$ cat config.mk
export PLATFORM = sky130hd
export DESIGN_NAME = vga_sync_gen
export DESIGN_NICKNAME = d
export VERILOG_FILES = /design/src/rtl/vga_sync_gen.sv
export SDC_FILE = /design/constraint.sdc
export NUM_CORES = 1
export LEC_CHECK = 0
export BUFFER_PORTS_ARGS = -buffer_cell sky130_fd_sc_hd__buf_4
export CORE_ASPECT_RATIO = 2
export CORE_MARGIN = 2
export CORE_UTILIZATION = 45
export CTS_BUF_LIST = sky130_fd_sc_hd__clkbuf_8
export DETAILED_ROUTE_END_ITERATION = 16
export GPL_TIMING_DRIVEN = 1
export PLACE_DENSITY = 0.66
export SLEW_MARGIN = 20
export SYNTH_ARGS = -nofsm -noshare
export SYNTH_HDL_FRONTEND = slang
export SYNTH_SLANG_ARGS = --single-unit
$ cat constraint.sdc
create_clock -name clk -period 2.79 [get_ports clk]
set_input_delay 0.558 -clock clk [delete_from_list [all_inputs] [get_ports clk]]
set_output_delay 0.558 -clock clk [all_outputs]
set_load 0.05 [all_outputs]
$ cat src/rtl/vga_sync_gen.sv
// Raster timing generator: pixel coordinates, syncs, active flag and frame strobe.
// Optional 8-bit frame counter port enabled by defining VGA_SYNC_FRAME_CNT_EN.
module vga_sync_gen #(
  parameter int unsigned H_ACTIVE = 800,
  parameter int unsigned H_FP     = 40,
  parameter int unsigned H_SYNC   = 128,
  parameter int unsigned H_BP     = 88,
  parameter int unsigned V_ACTIVE = 600,
  parameter int unsigned V_FP     = 1,
  parameter int unsigned V_SYNC   = 4,
  parameter int unsigned V_BP     = 23,
  parameter logic        HS_POL   = 1'b1,
  parameter logic        VS_POL   = 1'b1
) (
  input  logic        clk,
  input  logic        rst_n,
  input  logic        pix_en,
  output logic [10:0] hcount,
  output logic [9:0]  vcount,
  output logic        hsync,
  output logic        vsync,
  output logic        active,
  output logic        frame_start
`ifdef VGA_SYNC_FRAME_CNT_EN
  ,
  output logic [7:0]  frame_cnt
`endif
);

  localparam int unsigned H_TOTAL = H_ACTIVE + H_FP + H_SYNC + H_BP;
  localparam int unsigned V_TOTAL = V_ACTIVE + V_FP + V_SYNC + V_BP;

  localparam logic [10:0] H_LAST = 11'(H_TOTAL - 1);
  localparam logic [9:0]  V_LAST = 10'(V_TOTAL - 1);

  // One extra bit so a window ending exactly at 2048/1024 does not truncate.
  localparam logic [11:0] H_VIS      = 12'(H_ACTIVE);
  localparam logic [11:0] HS_START   = 12'(H_ACTIVE + H_FP);
  localparam logic [11:0] HS_END     = 12'(H_ACTIVE + H_FP + H_SYNC);
  localparam logic [10:0] V_VIS      = 11'(V_ACTIVE);
  localparam logic [10:0] VS_START   = 11'(V_ACTIVE + V_FP);
  localparam logic [10:0] VS_END     = 11'(V_ACTIVE + V_FP + V_SYNC);

  logic        h_wrap;
  logic        v_wrap;
  logic [10:0] h_next;
  logic [9:0]  v_next;
  logic [11:0] h_ext;
  logic [10:0] v_ext;
  logic        hs_next;
  logic        vs_next;
  logic        act_next;
  logic        fs_next;

  // Decode works on the post-increment counts so the registered flags line up with them.
  always_comb begin
    h_wrap   = (hcount == H_LAST);
    v_wrap   = (vcount == V_LAST);
    h_next   = h_wrap ? '0 : hcount + 11'd1;
    v_next   = vcount;
    if (h_wrap) begin
      v_next = v_wrap ? '0 : vcount + 10'd1;
    end
    h_ext    = {1'b0, h_next};
    v_ext    = {1'b0, v_next};
    hs_next  = ((h_ext >= HS_START) && (h_ext < HS_END)) ? HS_POL : ~HS_POL;
    vs_next  = ((v_ext >= VS_START) && (v_ext < VS_END)) ? VS_POL : ~VS_POL;
    act_next = (h_ext < H_VIS) && (v_ext < V_VIS);
    fs_next  = h_wrap && v_wrap;
  end

  always_ff @(posedge clk or negedge rst_n) begin
    if (!rst_n) begin
      hcount      <= H_LAST;
      vcount      <= V_LAST;
      hsync       <= ~HS_POL;
      vsync       <= ~VS_POL;
      active      <= 1'b0;
      frame_start <= 1'b0;
    end else if (pix_en) begin
      hcount      <= h_next;
      vcount      <= v_next;
      hsync       <= hs_next;
      vsync       <= vs_next;
      active      <= act_next;
      frame_start <= fs_next;
    end else begin
      frame_start <= 1'b0;
    end
  end

`ifdef VGA_SYNC_FRAME_CNT_EN
  always_ff @(posedge clk or negedge rst_n) begin
    if (!rst_n) begin
      frame_cnt <= '0;
    end else if (pix_en && fs_next) begin
      frame_cnt <= frame_cnt + 8'd1;
    end
  end
`endif

endmodule

Word level (Yosys, flattened, before mapping)
Index checks and enable logic that the tools add are counted.
{"block": "word_totals", "wordCells": 26, "n_memories": 0, "mem_bits_rw": 0, "in_bits": 3, "output_inout_bits": 25, "latch_bits": 0, "rom_bits": 0, "ff_bits": 25}
{"block": "classes", "addsub": 2, "n_div": 0, "shift": 0, "n_bitwise": 0, "n_mul": 0, "muxes": 6, "reduce_logical": 4, "n_eq_ne": 2, "order_cmp": 6}
{"op": "< comparator 11 x 10 -> 1 bit, second input constant", "n": 2}
{"op": "< comparator 10 bit, second input constant", "n": 2}
{"op": "two-way mux 10 bit", "n": 2}
{"op": "adder 11 x 1 -> 11 bit, second input constant", "n": 1}
{"op": "equality test 11 bit, second input constant", "n": 1}
{"op": ">= comparator 11 x 10 -> 1 bit, second input constant", "n": 1}
{"op": "two-way mux 11 bit", "n": 1}
{"op": "adder 10 x 1 -> 10 bit, second input constant", "n": 1}
{"op": "equality test 10 bit, second input constant", "n": 1}
{"op": ">= comparator 10 bit, second input constant", "n": 1}
{"op": "logical AND 1 bit", "n": 4}
{"op": "two-way mux 1 bit", "n": 3}

Longest topological paths before layout
Gate-level depths: netlist of run 1.
{"block": "depth", "ltp_word": 6, "mapped_depth": 10, "mapped_depth_nobuf": 7}

Worst setup path after synthesis of run 1
OpenSTA, ideal clock, no wires.
{"block": "synth_path", "kind": "register -> register", "start": "register hcount[0]", "end": "register active", "path_stages_with_launch": 11, "arrival_time_ns": 2.306, "slack_ns": 0.350, "path_buffers": 3, "required_ns": 2.655, "synth_period_minus_slack_ns": 2.440, "setup_time_ns": 0.135, "cell_sequence": "dfstp_2 -> ha_1 -> buf_6 -> and4_4 -> buf_6 -> nand3_4 -> buf_6 -> nor4_1 -> a21oi_1 -> a2111oi_2 -> o22ai_1"}
{"block": "synth_via", "elab_chain_len": 4, "elab_cells_between_ends": 7, "cone_classes": "add/sub (1); order compare (2); eq/ne (1); mux (2); reduce/logical (1)"}
{"item": "start: declaration", "line_no": "18", "rtl": "output logic [10:0] hcount,"}
{"item": "start signal: assignment", "line_no": "81", "rtl": "hcount <= h_next;"}
{"item": "adder 11 x 1 -> 11 bit or equality test 11 bit (tied branches)", "line_no": "59, 57"}
{"item": "two-way mux 11 bit or two-way mux 10 bit (tied branches)", "line_no": "59, 61"}
{"item": "< comparator 11 x 10 -> 1 bit or < comparator 10 bit (tied branches)", "line_no": "68", "rtl": "act_next = (h_ext < H_VIS) && (v_ext < V_VIS);"}
{"item": "logical AND 1 bit (*)", "line_no": "68"}
{"item": "end signal: assignment", "line_no": "85", "rtl": "active <= act_next;"}
{"item": "end: declaration", "line_no": "22", "rtl": "output logic active,"}
Every way passes the cells marked *; elsewhere a longest branch is shown, timed or not.
A chain may end at the register's enable or synchronous reset.

Worst setup path after layout of run 1
{"block": "layout_path", "start": "register hcount[0]", "end": "register vsync"}
{"block": "layout_via", "elab_chain_len": 5, "elab_cells_between_ends": 6, "cone_classes": "order compare (2); eq/ne (1); mux (2); reduce/logical (1)"}
{"item": "equality test 11 bit (*)", "line_no": "57", "rtl": "h_wrap = (hcount == H_LAST);"}
{"item": "two-way mux 10 bit (*)", "line_no": "61", "rtl": "if (h_wrap) begin"}
{"item": ">= comparator 10 bit or < comparator 10 bit (tied branches)", "line_no": "67", "rtl": "vs_next = ((v_ext >= VS_START) && (v_ext < VS_END)) ? VS_POL : ~VS_POL;"}
{"item": "logical AND 1 bit (*)", "line_no": "67"}
{"item": "two-way mux 1 bit (*)", "line_no": "67"}
{"item": "end signal: assignment", "line_no": "77", "rtl": "vsync <= ~VS_POL;"}
{"item": "end signal: assignment", "line_no": "84", "rtl": "vsync <= vs_next;"}
{"item": "end: declaration", "line_no": "21", "rtl": "output logic vsync,"}
Marks and branches as above.

==> impl_metrics.json, run 1 <==
{
  "cts_inserted_buffers": 3,
  "clock_skew_ns": 0.00841,
  "viasPerCell": 5.76,
  "startpoint": "hcount[0]",
  "finalPower_uw": 1400,
  "setup_viol": 0,
  "dp_slack_ns": 0.505,
  "p_leak_uw": 0.000814,
  "p_per_area_nw_per_um2": 706,
  "dieArea_um2": 4400,
  "r2r-end": "vsync",
  "cp_max_fo": 11,
  "seq_area_frac_synth": 0.369,
  "synth.area.top_cells": "dfrtp_1, dfstp_2, nand2_1",
  "syn_area_um2": 1730,
  "finalCoreUtilization": 0.529,
  "vias": 1543,
  "fp.dieW_um": 47.9,
  "synth_edf_count": 0,
  "drc_errors": 0,
  "critPathTopFamily": "simple AND/OR/NAND/NOR gates",
  "worstPathRequired_ns": 2.97,
  "post-route-cell-area_um2": 1990,
  "slew_violations": 0,
  "ys_async_sr_fraction": 1.00,
  "multi_input_area_um2": 985,
  "outcome": "complete, no violations",
  "post-dp-hpwl_um": 2630,
  "clock_latency_ns": 0.28,
  "cts_tree": "done",
  "die_h_um": 91.8,
  "drive_above_1_share": 0.258,
  "antenna_left": 0,
  "synth_cells": 196,
  "htree_levels": 1,
  "drtIter0Drc": 35,
  "cp.buffers_inverters": 0,
  "nFillCells": 393,
  "coreArea_um2": 3760,
  "min_period_ns": 2.34,
  "cts_setup_buffers": 0,
  "fp-row-count": 32,
  "grt_overflow": 0,
  "cp_num_cells": 7,
  "critical_path.startpoint_type": "flop",
  "slew-limit-headroom": 0.665,
  "grt_max_degree": 28,
  "grt_setup_unrepaired": "false",
  "rr_worst_depth": 7,
  "synthDistinctLibCells": 52,
  "clockBufferDepth": 2,
  "setup_tns_ns": 0,
  "drt_pass1_iterations": 4,
  "setup_ws_ns": 0.448,
  "ys_ff_latch": 25,
  "ios": 28,
  "cts.sinks": 25,
  "synthFlopType": "dfrtp_1",
  "diodes": 0,
  "netlist_top_cells_count": "nand2_1, o21ai_0, dfrtp_1, dfstp_2",
  "ys_warn_count": 0,
  "portBuffers": 27,
  "grt_antenna_before_repair": 0,
  "syn_nets": 201,
  "cp_cell_sequence": "ha_1 -> and4_4 -> and3_1 -> o21ai_0 -> a21oi_1 -> nor3_1 -> a41o_1",
  "root_buffer": "clkbuf_8",
  "wirelength_um": 3730,
  "hold_buffers": 0,
  "gp_congestion": 0.844,
  "nets": 223,
  "cp.arrival_ns": 2.52,
  "grt_usage": 0.186,
  "synth.avg_cell_area_um2": 8.85,
  "grt_pass1_wl_um": 6300,
  "vdd_drop_max_mv": 0.359,
  "critPathSlowestCell": "dfstp_2",
  "tightest_slew_ns": 0.496,
  "max_freq_ghz": 0.427,
  "synth.most_common_cell": "nand2_1",
  "grt_pass1_vias": 1349,
  "hold_viol": 0,
  "worst_setup_path_end_kind": "flop",
  "regArea_um2": 641,
  "r2r_start": "hcount[0]",
  "synth_top_cell_area_share": 0.188,
  "synth_top_area_cell": "dfrtp_1",
  "slowest_delay_ns": 0.61,
  "start_util": 0.461,
  "critical_path_class": "flop to flop",
  "r2r_setup_slack_ns": 0.45,
  "hp-class": "input pin to asynchronous set/reset pin",
  "syn2layout_area_growth_pct": 14.7,
  "clk_pin_slew_ns": 0.10,
  "wire_per_inst_um": 13.9,
  "place_area_um2": 1940,
  "cts_resized": 0,
  "fin_crit_sh": 0.839,
  "cap_violations": 0
}
sequential cells by signal, summed over array words and instances, names as in the netlist:
name / count
hcount: 11
vsync: 1
active: 1
hsync: 1
vcount: 10
frame_start: 1
per-stage QoR:
| step | hold WS (ns) | std cells |
|---|---|---|
| 2_1_floorplan | 0.262 | 196 |
| 3_3_place_gp | 0.481 | 264 |
| 3_5_place_dp | 0.483 | 264 |
| 4_1_cts | 0.180 | 268 |
| 5_1_grt | 0.179 | 268 |
| 6_report | 0.161 | 268 |
area by class of cell:
type,count,share of cell area
multi-input combinational,152,0.495
sequential,25,0.322
timing repair buffer,31,0.117
tap,51,0.0321
clock buffer,3,0.0208
inverter,5,0.00943
clock inverter,1,0.00377
where the power goes:
group	internal, uW	leakage, uW	switching [uW]
Clock	101	0.0000217	126
Sequential	458	0.000304	125
Combinational	211	0.000488	385
Total	770	0.000814	635
per-layer routing:
layer	vias to the layer above	wire, um	global-route usage
met5	-	0	0
met4	0	39	0.0473
met3	4	165	0.0197
met2	46	1780	0.268
met1	738	1740	0.291
li1	755	-	-
cells by family (layout without fill, tap and decap cells):
kind of cell / count (synthesis) / count (layout) / synth area share
adders and majority gates: 2 / 2 / 0.0144
DFF: 25 / 25 / 0.369
and+or+nand+nor: 86 / 86 / 0.291
muxes: 2 / 2 / 0.0115
AOI/OAI and AO/OA: 49 / 49 / 0.185
buffers and inverters: 19 / 40 / 0.0628
xor gates and xnor gates: 13 / 13 / 0.0657
placed cells by master, fill, tap and decap left out, drive strengths merged, types with 3 or more instances in the layout:
cell type	netlist	routed
dfrtp	13	13
a31oi	5	5
or3	5	5
nor3	3	3
nand2	24	24
dfstp	12	12
nand3	12	12
xor2	6	6
nand2b	3	3
xnor2	7	7
nor4	4	4
a21oi	6	6
nand4	3	3
clkbuf	3	3
o22ai	4	4
nor2	10	10
inv	5	5
buf	11	31
nor2b	5	5
o21ai	17	17
and3	5	5
worst max-delay path by stage:
stage	slack (ns)	endpoint
after global routing	0.24	vsync
final	0.45	vsync
after CTS	0.49	vsync
after detailed placement	0.51	vsync
after global placement	0.53	active
after floorplan	0.35	active
(Power assumes the default switching activity.)
==> run 2: changes to the inputs <==
ABC_AREA = 1   (was unset)
clock period = 2.4 ns   (was 2.79 ns; I/O delays follow)
==> run 2 against run 1 <==
Wire length is 21% higher. Combinational power is 40% higher. Worst setup slack worse by 0.21 ns. Worst hold slack got worse by 0.055 ns. Cell area rose by 4.5%. Critical path type unchanged. Count of clock-buffer cells in the layout unchanged. Global-route usage up 3.3 points. Register-to-register slack got worse by 0.21 ns. Utilization up 1.2 points. Non-clock buffer count fell by 4. Die area grew 3.9%. Critical endpoint is now hsync. Total power up 26%.
==> impl_metrics.json, run 2 <==
{
  "outcome": "complete, no violations",
  "p_leak_uw": 0.00101,
  "start_util": 0.470,
  "cap_violations": 0,
  "coreArea_um2": 3840,
  "hold_buffers": 0,
  "synth_top_cell_area_share": 0.189,
  "worstPathRequired_ns": 2.61,
  "cp_max_fo": 13,
  "synth.most_common_cell": "nand2_1",
  "fp-row-count": 32,
  "slowest_delay_ns": 0.57,
  "clk_pin_slew_ns": 0.09,
  "nets": 290,
  "vias": 1717,
  "fp.dieW_um": 48.8,
  "reg_top3": "hcount (11), vcount (10)",
  "cts.sinks": 25,
  "drc_errors": 0,
  "synth_edf_count": 0,
  "wirelength_um": 4510,
  "ys_async_sr_fraction": 1.00,
  "grt_pass1_wl_um": 7780,
  "worst_setup_path_end_kind": "flop",
  "final_cell_mix": "nand2_1, inv_1, buf_4",
  "ios": 28,
  "tightest_slew_ns": 0.669,
  "synth.avg_cell_area_um2": 6.95,
  "synthDistinctLibCells": 34,
  "r2r_start": "hcount[0]",
  "syn_nets": 265,
  "cp.arrival_ns": 2.38,
  "ys_warn_count": 0,
  "root_buffer": "clkbuf_8",
  "grt_overflow": 0,
  "cts_tree": "done",
  "critPathSlowestCell": "dfstp_2",
  "clock_skew_ns": 0.00483,
  "dieArea_um2": 4570,
  "layout_commonest_cell": "nand2_1",
  "vdd_drop_max_mv": 0.673,
  "synth_top_area_cell": "nand2_1",
  "grt_setup_unrepaired": "false",
  "post-dp-hpwl_um": 3540,
  "hp-class": "input pin to asynchronous set/reset pin",
  "viasPerCell": 5.13,
  "cts_inserted_buffers": 3,
  "finalPower_uw": 1770,
  "grt_usage": 0.219,
  "multi_input_area_um2": 1000,
  "nFillCells": 426,
  "portBuffers": 27,
  "grt_pass1_vias": 1736,
  "r2r_setup_slack_ns": 0.23,
  "critical_path_class": "flop to flop",
  "diodes": 0,
  "grt_max_degree": 26,
  "die_h_um": 93.6,
  "gp_congestion": 0.853,
  "antenna_left": 0,
  "drtIter0Drc": 38,
  "cp_cell_sequence": "ha_1 -> nand4_2 -> nor2_4 -> inv_2 -> nand3_1 -> nand3_1 -> nand2_1 -> xor2_1 -> nand2_1 -> nand2_1",
  "clockBufferDepth": 2,
  "largest_register_ffs": 11,
  "clock_latency_ns": 0.27,
  "crit_top_cell": "nand2_1",
  "setup_viol": 0,
  "setup_tns_ns": 0,
  "wire_per_inst_um": 13.5,
  "syn_area_um2": 1810,
  "syn2layout_area_growth_pct": 15.0,
  "p_per_area_nw_per_um2": 851,
  "slew-limit-headroom": 0.553,
  "cts_setup_buffers": 0,
  "slew_violations": 0,
  "max_freq_ghz": 0.462,
  "cts_resized": 0,
  "netlist_top_cells_count": "nand2_1, inv_1, nand3_1, o21ai_0, nor2_1",
  "min_period_ns": 2.17,
  "seq_area_frac_synth": 0.355,
  "htree_levels": 1,
  "r2r-end": "hsync",
  "synth_cells": 260,
  "rr_worst_depth": 10,
  "grt_antenna_before_repair": 0,
  "hold_viol": 0,
  "regArea_um2": 641,
  "fin_crit_sh": 0.902,
  "top_register": "hcount",
  "drive_above_1_share": 0.225,
  "drt_pass1_iterations": 4,
  "critical_path.startpoint_type": "flop",
  "ys_ff_latch": 25,
  "synthFlopType": "dfrtp_1",
  "synth.area.top_cells": "nand2_1, dfrtp_1, dfstp_2"
}
## run 2: cell count changes in the layout (fill, tap and decap cells not counted), moves of 8 or more
cell,previous run,this run
nor2_1,10,18
nand2_1,24,91
nand3_1,10,23
inv_1,5,31
## run 2: how the worst max path moves through the flow
stage	from	endpoint
after CTS	hcount[0]	hsync
after detailed placement	hcount[0]	hsync
after global routing	hcount[0]	hsync
after global placement	hcount[0]	hsync
final	hcount[0]	hsync
after floorplan	hcount[0]	vsync
## run 2: layer usage
metal	part of all wire	wire length [um]	global-route usage	vias to the layer above
met3	0.021	95	0.0176	8
li1	-	-	-	875
met4	0.021	94	0.0905	0
met2	0.59	2640	0.450	30
met1	0.37	1680	0.213	804
met5	0	0	0	-
## run 2: power breakdown
part	leakage, uW	switching (uW)	total [uW]	internal (uW)
clock network	0.0000269	136	251	115
logic	0.000693	589	834	245
registers	0.000295	143	683	540
total	0.00101	869	1770	899
## run 2: layout make-up
| cell class | instances | area share |
|---|---|---|
| Clock inverter | 1 | 0.00181 |
| Inverter | 33 | 0.0596 |
| Tap cell | 51 | 0.0307 |
| Multi-Input combinational cell | 195 | 0.482 |
| Timing Repair Buffer | 27 | 0.0975 |
| Clock buffer | 3 | 0.0199 |
| Sequential cell | 25 | 0.308 |
## run 2: worst max-delay path: cells and delay by family (launching register included)
family	cells	cell delay (ns)
simple gates	7	0.98
flops	1	0.57
buf+inv	1	0.12
fa+ha+maj	1	0.26
xor+xnor	1	0.16
## run 2: kinds of logic after synthesis
| group | after synthesis | synth area share |
|---|---|---|
| simple gates | 160 | 0.430 |
| buf+inv | 40 | 0.0907 |
| compound gates | 28 | 0.0866 |
| flops | 25 | 0.355 |
| xor+xnor | 5 | 0.0242 |
| fa+ha+maj | 2 | 0.0138 |
## run 2: stage by stage
step	cells	setup slack, ns	area (um2)	hold WS [ns]	util
floorplan	260	0.405	1810	0.184	-
global placement	331	0.297	2030	0.406	0.529
detailed placement	331	0.270	2030	0.407	0.529
global route	335	0.0567	2080	0.110	0.541
finish	335	0.235	2080	0.106	0.541
CTS	335	0.239	2080	0.101	0.541
